[config.mk]
export PLATFORM = sky130hd
export DESIGN_NAME = cond_flag_unit
export DESIGN_NICKNAME = d
export VERILOG_FILES = /design/src/rtl/cond_flag_unit_pkg.sv /design/src/rtl/cond_flag_unit_cond_eval.sv /design/src/rtl/cond_flag_unit.sv
export SDC_FILE = /design/constraint.sdc
export NUM_CORES = 1
export LEC_CHECK = 0
export BUFFER_PORTS_ARGS = -buffer_cell sky130_fd_sc_hd__buf_2
export CAP_MARGIN = 20
export CORE_ASPECT_RATIO = 0.6
export CORE_MARGIN = 2
export CORE_UTILIZATION = 40
export DETAILED_ROUTE_END_ITERATION = 10
export SLEW_MARGIN = 30
export SYNTH_ARGS = -nofsm -noshare
export SYNTH_HDL_FRONTEND = slang
export SYNTH_SLANG_ARGS = --single-unit
[constraint.sdc]
create_clock -name CLK -period 2.4 [get_ports CLK]
set_clock_uncertainty 0.2 [all_clocks]
set_input_delay 0.12 -clock CLK [delete_from_list [all_inputs] [get_ports CLK]]
set_output_delay 0.12 -clock CLK [all_outputs]
set_load 0.02 [all_outputs]
[src/rtl/cond_flag_unit_pkg.sv]
// Shared definitions for the condition-flag unit: condition codes, FSM states,
// flag bit positions and small helpers.
package cond_flag_unit_pkg;

  localparam logic [2:0] COND_ALWAYS = 3'b000;
  localparam logic [2:0] COND_EQ     = 3'b001;
  localparam logic [2:0] COND_NE     = 3'b010;
  localparam logic [2:0] COND_LT     = 3'b011;
  localparam logic [2:0] COND_GE     = 3'b100;
  localparam logic [2:0] COND_GT     = 3'b101;
  localparam logic [2:0] COND_LE     = 3'b110;
  localparam logic [2:0] COND_NEVER  = 3'b111;

  typedef enum logic [1:0] {
    IDLE       = 2'd0,
    WAIT_FLAGS = 2'd1,
    RESP       = 2'd2
  } state_t;

  localparam int unsigned FLAG_EQ = 0;
  localparam int unsigned FLAG_LT = 1;
  localparam int unsigned FLAG_GT = 2;

  function automatic logic is_one_hot(input logic [2:0] f);
    return (f == 3'b001) || (f == 3'b010) || (f == 3'b100);
  endfunction

  function automatic logic cond_needs_flags(input logic [2:0] c);
    return !((c == COND_ALWAYS) || (c == COND_NEVER));
  endfunction

endpackage

[src/rtl/cond_flag_unit_cond_eval.sv]
// Combinational branch-condition evaluator over a {GT,LT,EQ} flag set.
module cond_eval
  import cond_flag_unit_pkg::*;
(
  input  logic [2:0] flags,
  input  logic [2:0] cond,
  output logic       taken
);

  logic eq;
  logic lt;
  logic gt;

  assign eq = flags[FLAG_EQ];
  assign lt = flags[FLAG_LT];
  assign gt = flags[FLAG_GT];

  always_comb begin
    taken = 1'b0;
    unique case (cond)
      COND_ALWAYS: taken = 1'b1;
      COND_EQ:     taken = eq;
      COND_NE:     taken = ~eq;
      COND_LT:     taken = lt;
      COND_GE:     taken = gt | eq;
      COND_GT:     taken = gt;
      COND_LE:     taken = lt | eq;
      COND_NEVER:  taken = 1'b0;
    endcase
  end

endmodule

[src/rtl/cond_flag_unit.sv]
// Condition-flag register plus branch-resolution FSM: latches comparator results and
// answers REQ/ACK branch queries, stalling on missing flags with an optional timeout.
module cond_flag_unit
  import cond_flag_unit_pkg::*;
#(
  parameter int unsigned TIMEOUT = 15,
  parameter int unsigned CW      = 3
) (
  input  logic          CLK,
  input  logic          RST,
  input  logic          CMP_VALID,
  input  logic          EQ,
  input  logic          LT,
  input  logic          GT,
  input  logic          CLR_FLAGS,
  input  logic          BR_REQ,
  input  logic [CW-1:0] BR_COND,
  output logic          BR_ACK,
  output logic          BR_TAKEN,
  output logic [2:0]    FLAGS,
  output logic          FLAGS_VALID,
  output logic          TIMED_OUT,
  output logic          ERR
);

  localparam int unsigned CNT_W = (TIMEOUT > 1) ? $clog2(TIMEOUT + 1) : 1;
  localparam logic [CNT_W-1:0] CNT_MAX  = '1;
  localparam logic [CNT_W-1:0] CNT_LAST = (TIMEOUT == 0) ? '0 : CNT_W'(TIMEOUT - 1);

  logic [2:0]       in_flags;
  logic             in_legal;
  logic             cmp_legal;
  logic             cmp_bad;

  logic [2:0]       flags_q;
  logic             flags_valid_q;
  logic             err_q;

  state_t           state_q;
  logic [CNT_W-1:0] cnt_q;
  logic [CW-1:0]    cond_q;
  logic             ack_q;
  logic             taken_q;
  logic             timed_out_q;

  logic [2:0]       eval_flags;
  logic [CW-1:0]    eval_cond;
  logic             eval_taken;
  logic             flags_ready;
  logic             timeout_hit;

  assign in_flags  = {GT, LT, EQ};
  assign in_legal  = is_one_hot(in_flags);
  assign cmp_legal = CMP_VALID & in_legal;
  assign cmp_bad   = CMP_VALID & ~in_legal;

  // Same-cycle legal compare result forwards past the stored flags.
  assign eval_flags = cmp_legal ? in_flags : flags_q;
  assign eval_cond  = (state_q == IDLE) ? BR_COND : cond_q;

  cond_eval u_cond_eval (
    .flags (eval_flags),
    .cond  (eval_cond),
    .taken (eval_taken)
  );

  assign flags_ready = ~cond_needs_flags(BR_COND) | flags_valid_q | cmp_legal;
  assign timeout_hit = (TIMEOUT != 0) && (cnt_q == CNT_LAST);

  always_ff @(posedge CLK or posedge RST) begin
    if (RST) begin
      flags_q       <= 3'b000;
      flags_valid_q <= 1'b0;
      err_q         <= 1'b0;
    end else begin
      if (cmp_legal) begin
        flags_q       <= in_flags;
        flags_valid_q <= 1'b1;
      end else if (CLR_FLAGS) begin
        flags_valid_q <= 1'b0;
      end
      if (cmp_bad) begin
        err_q <= 1'b1;
      end
    end
  end

  always_ff @(posedge CLK or posedge RST) begin
    if (RST) begin
      state_q     <= IDLE;
      cnt_q       <= '0;
      cond_q      <= '0;
      ack_q       <= 1'b0;
      taken_q     <= 1'b0;
      timed_out_q <= 1'b0;
    end else begin
      ack_q       <= 1'b0;
      taken_q     <= 1'b0;
      timed_out_q <= 1'b0;
      case (state_q)
        IDLE: begin
          if (BR_REQ) begin
            cond_q <= BR_COND;
            if (flags_ready) begin
              state_q <= RESP;
              ack_q   <= 1'b1;
              taken_q <= eval_taken;
            end else begin
              state_q <= WAIT_FLAGS;
              cnt_q   <= '0;
            end
          end
        end
        WAIT_FLAGS: begin
          if (cmp_legal) begin
            state_q <= RESP;
            ack_q   <= 1'b1;
            taken_q <= eval_taken;
          end else if (timeout_hit) begin
            state_q     <= RESP;
            ack_q       <= 1'b1;
            timed_out_q <= 1'b1;
          end else if (cnt_q != CNT_MAX) begin
            cnt_q <= cnt_q + 1'b1;
          end
        end
        RESP:    state_q <= IDLE;
        default: state_q <= IDLE;
      endcase
    end
  end

  assign BR_ACK      = ack_q;
  assign BR_TAKEN    = taken_q;
  assign TIMED_OUT   = timed_out_q;
  assign FLAGS       = flags_q;
  assign FLAGS_VALID = flags_valid_q;
  assign ERR         = err_q;

endmodule

# After elaboration in Yosys (flattened, before gate mapping)
# Index checks and enable logic that the tools add are counted.
word_totals:
  word_cells: 76
  reg_bits: 17
  inputBits: 11
  output_inout_bits: 8
op_classes:
  n_mux: 27
  n_bitwise: 8
  eq_ne: 20
  addsub: 1
  reduce_logical: 11
op_table:
  columns: ["cell", "count"]
  rows:
  - ["two-way mux 4 bit", 5]
  - ["== test 3 bit (second input constant)", 6]
  - ["two-way mux 1 bit", 11]
  - ["inequality test 2 bit (second input constant)", 5]
  - ["== test 3 x 2 -> 1 bit (second input constant)", 3]
  - ["two-way mux 2 bit", 4]
  - ["case mux 1 bit (8 select lines)", 1]
  - ["case mux 4 bit (2 select lines)", 1]
  - ["== test 3 x 1 -> 1 bit (second input constant)", 2]
  - ["zero test 3 bit", 2]
  - ["two-way mux 3 bit", 2]
  - ["AND reduction 6 bit", 1]
  - ["adder 4 x 1 -> 4 bit (second input constant)", 1]
  - ["== test 4 bit (second input constant)", 1]
  - ["inequality test 4 bit (second input constant)", 1]
  - ["OR 1 bit", 4]
  - ["case mux 1 bit (2 select lines)", 2]
  - ["case mux 2 bit (2 select lines)", 1]
  - ["AND reduction 2 bit", 2]
  - ["nonzero test 2 bit", 2]
  - ["logical OR 1 bit", 3]
  - ["inequality test 3 bit (second input constant)", 1]
  - ["bitwise AND 1 bit", 2]
  - ["== test 2 x 1 -> 1 bit (second input constant)", 1]
  - ["other kinds (2)", 3]

# Logic depth before layout (Yosys ltp)
depth:
  word_depth: 10
  mapped_depth: 7
  ltp_nobuf: 7

# Modules after synthesis
# Synthesis repeated with hierarchy kept, for this count alone.
unflattened:
  cells_unflattened: 91
  hier_area_um2: 994.7
modules_own_cells:
  columns: ["mod", "cells_each", "instances", "area_each_um2", "seq_area_each_um2"]
  rows:
  - ["cond_flag_unit", 84, 1, 924.6, 425.4]
  - ["cond_eval", 7, 1, 70.1, 0.0]

# Least setup slack after synthesis
# No wires, ideal clock.
synth_timing:
  kind: "reg-to-reg"
  from: "register flags_valid_q (netlist: FLAGS_VALID)"
  to: "register cnt_q[3]"
  stages_incl_launch_ff: 6
  path_slack_ps: 656
  path_buffers: 0
  period_less_slack_ps: 1744
  setup_ps: 126
  arrival_time_ps: 1418
  required_time_ps: 2074
  cell_sequence: "dfrtp_1 -> nor3b_1 -> a32oi_1 -> nor3_4 -> nand2_2 -> a221o_1"
synth_via:
  elab_chain_len: 4
synth_rtl:
  columns: ["item", "line_no", "source"]
  rows:
  - ["from (decl)", "cond_flag_unit.sv:36", "logic flags_valid_q;"]
  - ["from (signal assigned)", "cond_flag_unit.sv:73", "flags_valid_q <= 1'b0;"]
  - ["from (signal assigned)", "cond_flag_unit.sv:78", "flags_valid_q <= 1'b1;"]
  - ["from (signal assigned)", "cond_flag_unit.sv:80", "flags_valid_q <= 1'b0;"]
  - ["OR 1 bit (2 in a row)", "cond_flag_unit.sv:67", "assign flags_ready = ~cond_needs_flags(BR_COND) | flags_valid_q | cmp_legal;"]
  - ["inequality test 2 bit (no source line)", null, null]
  - ["AND reduction 6 bit (no source line)", null, null]
  - ["to (signal assigned)", "cond_flag_unit.sv:124", "cnt_q <= cnt_q + 1'b1;"]
  - ["to (decl)", "cond_flag_unit.sv:40", "logic [CNT_W-1:0] cnt_q;"]
# No other way between the ends.
# A chain may end at the register's enable or synchronous reset.

# Worst setup path in the final report
layout_timing:
  from: "input LT"
  to: "register cnt_q[3]"
layout_via:
  elab_chain_len: 7
  elab_cells_between_ends: 10
  classes_between: "5 x eq/ne; 2 x bitwise; 3 x reduce/logical"
layout_rtl:
  columns: ["item", "line_no", "source"]
  rows:
  - ["from (decl)", "cond_flag_unit.sv:13", "input logic LT,"]
  - ["== test 3 x 1 -> 1 bit or == test 3 x 2 -> 1 bit (tied branches)", "cond_flag_unit_pkg.sv:25", "return (f == 3'b001) || (f == 3'b010) || (f == 3'b100);"]
  - ["logical OR 1 bit", "cond_flag_unit_pkg.sv:25", null]
  - ["logical OR 1 bit *", "cond_flag_unit_pkg.sv:25", null]
  - ["bitwise AND 1 bit *", "cond_flag_unit.sv:54", "assign cmp_legal = CMP_VALID & in_legal;"]
  - ["OR 1 bit", "cond_flag_unit.sv:67", null]
  - ["inequality test 2 bit (no source line)", null, null]
  - ["AND reduction 6 bit (no source line) *", null, null]
# Mark *: on every way between the ends. The rest lies on a longest branch, timed or not.

==> impl_summary.txt <==
----------------------------------------------------
[Status]
  Run status ... complete, no violations

[STA]
  Shortest period the worst path allows ... 2050 ps
  Relative max-transition margin ... 56.8%
  Least-Margin Pin Slew ... 647 ps
  Number of hold-slack violations in the final timing report ... 0
  Setup repair after global routing missed its margin ... false
  TNS Setup ... 0 ps
  Fin crit share ... 85.4%
  Highest attainable clock frequency ... 0.488 GHz
  Count of endpoints failing setup in the final report ... 0
  Max-slew violations ... 0

[Final layout]
  Share of post-route cells with drive strength above 1 ... 25.6%
  Top library cells by usage in the layout, fill and taps aside ... sky130_fd_sc_hd__buf_2, sky130_fd_sc_hd__dfrtp_1, sky130_fd_sc_hd__o21ai_0
  Area growth syn-to-layout ... 20.1%
  Most common cell after layout, fill and taps aside ... sky130_fd_sc_hd__buf_2
  Final core utilization ... 52.3%
  Layout Cells excl Fill ... 151
  Antenna fix cells ... 0
  Final nets ... 135

[Clocking]
  TritonCTS clock tree ... yes
  Clock Root Buffer ... sky130_fd_sc_hd__clkbuf_8
  Clock buffer count from CTS ... 3
  Worst-path clk slew ... 70 ps
  Buffers from clock root to sink, at most ... 2
  Number of H-tree branching levels ... 1
  Post-CTS Setup Bufs ... 0
  Total clock sinks ... 17
  Insertion delay to the later sink of the worst-skew pair ... 260 ps

[Floorplanning]
  Initial cell density of the core ... 43.5%
  Vertical extent of the die ... 42.3 um
  Standard-cell rows ... 13
  Die outline area ... 2870 um2
  Die boundary width ... 67.8 um
  Area of the core ... 2240 um2
  Num ports ... 19

[Power]
  Combinational share of power ... 33.3%
  Clock network fraction of total power ... 21.8%
  Final Power ... 0.00102 W
  Pwr/cell area ... 865 nW/um2
  Net switching share of the total power ... 37.4%
  Maximum VDD drop ... 0.418 mV
  Sequential Power Share ... 44.9%
  Static Leakage ... 0.518 nW
  Sw Pwr ... 0.000380 W
  Power Internal ... 0.000635 W

[Yosys]
  Area fraction of the dominant cell type after synthesis ... 43.5%
  Synth async-reset ratio ... 100%
  Most common flop cell mapped by yosys ... sky130_fd_sc_hd__dfrtp_1
  Cell taking the most area after synthesis ... sky130_fd_sc_hd__dfrtp_1
  Number of warnings printed during yosys synthesis ... 0
  Count of cell types in the netlist ... 39
  Mapped Nets ... 112
  Synthesis-stage register bit count ... 17
  Post-synthesis instance total ... 99
  Area of the mapped netlist ... 977 um2
  Dominant cells by area after synthesis ... sky130_fd_sc_hd__dfrtp_1, sky130_fd_sc_hd__mux2_2, sky130_fd_sc_hd__o21ai_0, sky130_fd_sc_hd__a21oi_1, sky130_fd_sc_hd__xor2_1
  Mean instance size in the synthesized netlist ... 9.87 um2
  Part of the Yosys area used for sequential elements ... 43.5%
  Count of flip-flops with a built-in enable after synthesis ... 0

[Critical path]
  Master of the slowest instance on the critical path ... sky130_fd_sc_hd__dlygate4sd3_1
  Crit-path cells ... dlygate4sd3_1 > buf_2 > xor2_1 > o211a_4 > nor3_4 > nand2_2 > a221o_1
  Worst endpoint required time ... 2350 ps
  Category of the most critical setup path ... in -> reg
  Crit path DAT ... 2000 ps
  Number of buffers and inverters on the critical path ... 2
  Largest delay share family, worst path ... buffers and inverters
  Setup crit end kind ... flip-flop
  Startpoint type of the worst setup path ... input port
  Max incr delay on CP ... 530 ps
  Critical path fanouts, max ... 7

[Drt]
  Remaining routing DRC violations ... 0
  DRT Wirelength ... 2.00 mm
  Vias ... 831
  Via-per-instance ratio ... 5.50
  1st-pass router iterations ... 4
  Average wire per cell in the routed design ... 13.3 um
  Antenna Nets Post-Route ... 0
  DR iter-0 viols ... 47

[Placed design]
  Routability congestion estimate from global placement ... 0.770
  Placed Cells incl. Taps ... 141
  Post-DP HPWL ... 1.50 mm
  Number of buffers added on ports ... 18

[Global route]
  Total grt overflow ... 0
  Number of global-route vias before repair ... 782
  Overall global routing resource usage ... 16.6%
  Global-route wire length before repair ... 3.53 mm
  Antenna violations before repair ... 0
  Pin count of the biggest net entering global routing ... 18

[Worst hold path]
  Worst hold path type ... in -> reg

[Run]
  Max_cap viols ... 0

----------------------------------------------------
per-layer routing:
layer,track usage [%],share of wire (%),wire length [um],up-vias
met5,0,0,0,-
met4,4.80,0.90,18,0
met3,5.91,10,202,2
met2,23.9,41,825,43
met1,23.3,48,957,377
li1,-,-,-,409
cell usage after synthesis, types with 3 or more instances:
master	instances
sky130_fd_sc_hd__xor2_1	4
sky130_fd_sc_hd__inv_1	5
sky130_fd_sc_hd__a21oi_1	7
sky130_fd_sc_hd__nand2_1	6
sky130_fd_sc_hd__nand4_1	3
sky130_fd_sc_hd__nor3_1	3
sky130_fd_sc_hd__o21ai_0	8
sky130_fd_sc_hd__dfrtp_1	17
sky130_fd_sc_hd__mux2_2	4
sky130_fd_sc_hd__nand3_1	4
sky130_fd_sc_hd__nor2_1	3
sky130_fd_sc_hd__nor3b_1	3
final timing paths:
check,from,to,slack [ps],cells after the start
setup reg to reg,cnt_q[0]$_DFFE_PP0P_,cnt_q[3]$_DFFE_PP0P_,490,7
max in group asynchronous,RST,cond_q[1]$_DFFE_PP0P_,1300,3
hold reg to reg,ERR$_DFFE_PP0P_,ERR$_DFFE_PP0P_,260,1
hold / removal,BR_COND[2],cond_q[2]$_DFFE_PP0P_,20,2
min in group asynchronous,RST,state_q[1]$_DFFE_PP0P_,280,3
setup / recovery,LT,cnt_q[3]$_DFFE_PP0P_,350,7
sequential cells by signal, summed over array words and instances, names as in the netlist:
name	count
BR_ACK	1
cond_q	3
FLAGS_VALID	1
BR_TAKEN	1
TIMED_OUT	1
FLAGS	3
cnt_q	4
ERR	1
state_q	2
worst register-to-register path, cell delays in order (launching register included):
cell and delay [ps]:
sky130_fd_sc_hd__dfrtp_1 390, sky130_fd_sc_hd__inv_1 80, sky130_fd_sc_hd__ha_1 230, sky130_fd_sc_hd__nand3_1 110, sky130_fd_sc_hd__a32oi_1 100, sky130_fd_sc_hd__nor3_4 250, sky130_fd_sc_hd__nand2_2 100, sky130_fd_sc_hd__a221o_1 350
what timing repair did:
action                                 in CTS  in global routing
setup endpoints to repair                   0                  0
hold buffers                                6                  0
endpoints found under the hold margin      22                  0
resized for setup                           0                  0
final cells by class:
cell class / count / area [um2]
clock buffer: 3 / 41.3
clock inverter: 1 / 5.00
fill: 223 / 1070
inverter: 5 / 18.8
multi-input combinational: 71 / 495
sequential: 17 / 425
tap: 30 / 37.5
timing repair buffer: 24 / 150
power by group through the flow:
stage	combinational, W	clock, W	sequential, W
after floorplan	0.000250	0	0.000452
after global placement	0.000323	0	0.000454
after detailed placement	0.000331	0	0.000459
after CTS	0.000340	0.000222	0.000454
after global routing	0.000378	0.000241	0.000469
final	0.000338	0.000222	0.000456
cells by family after synthesis:
family | synth area share (%)
compound gates | 21.1
simple gates | 17.8
flops | 43.5
buf+inv | 5.76
mux | 5.63
xor+xnor | 3.58
fa+ha+maj | 2.56
through the flow:
step           area (um2)  hold slack, ps  setup WS, ps
2_1_floorplan         977            -154           656
3_3_place_gp         1070            38.9           582
3_5_place_dp         1070            37.8           522
4_1_cts              1170            20.3           362
5_1_grt              1170            46.5           275
6_report             1170            16.3           350
No activity file was read; power rests on OpenSTA's default activity.
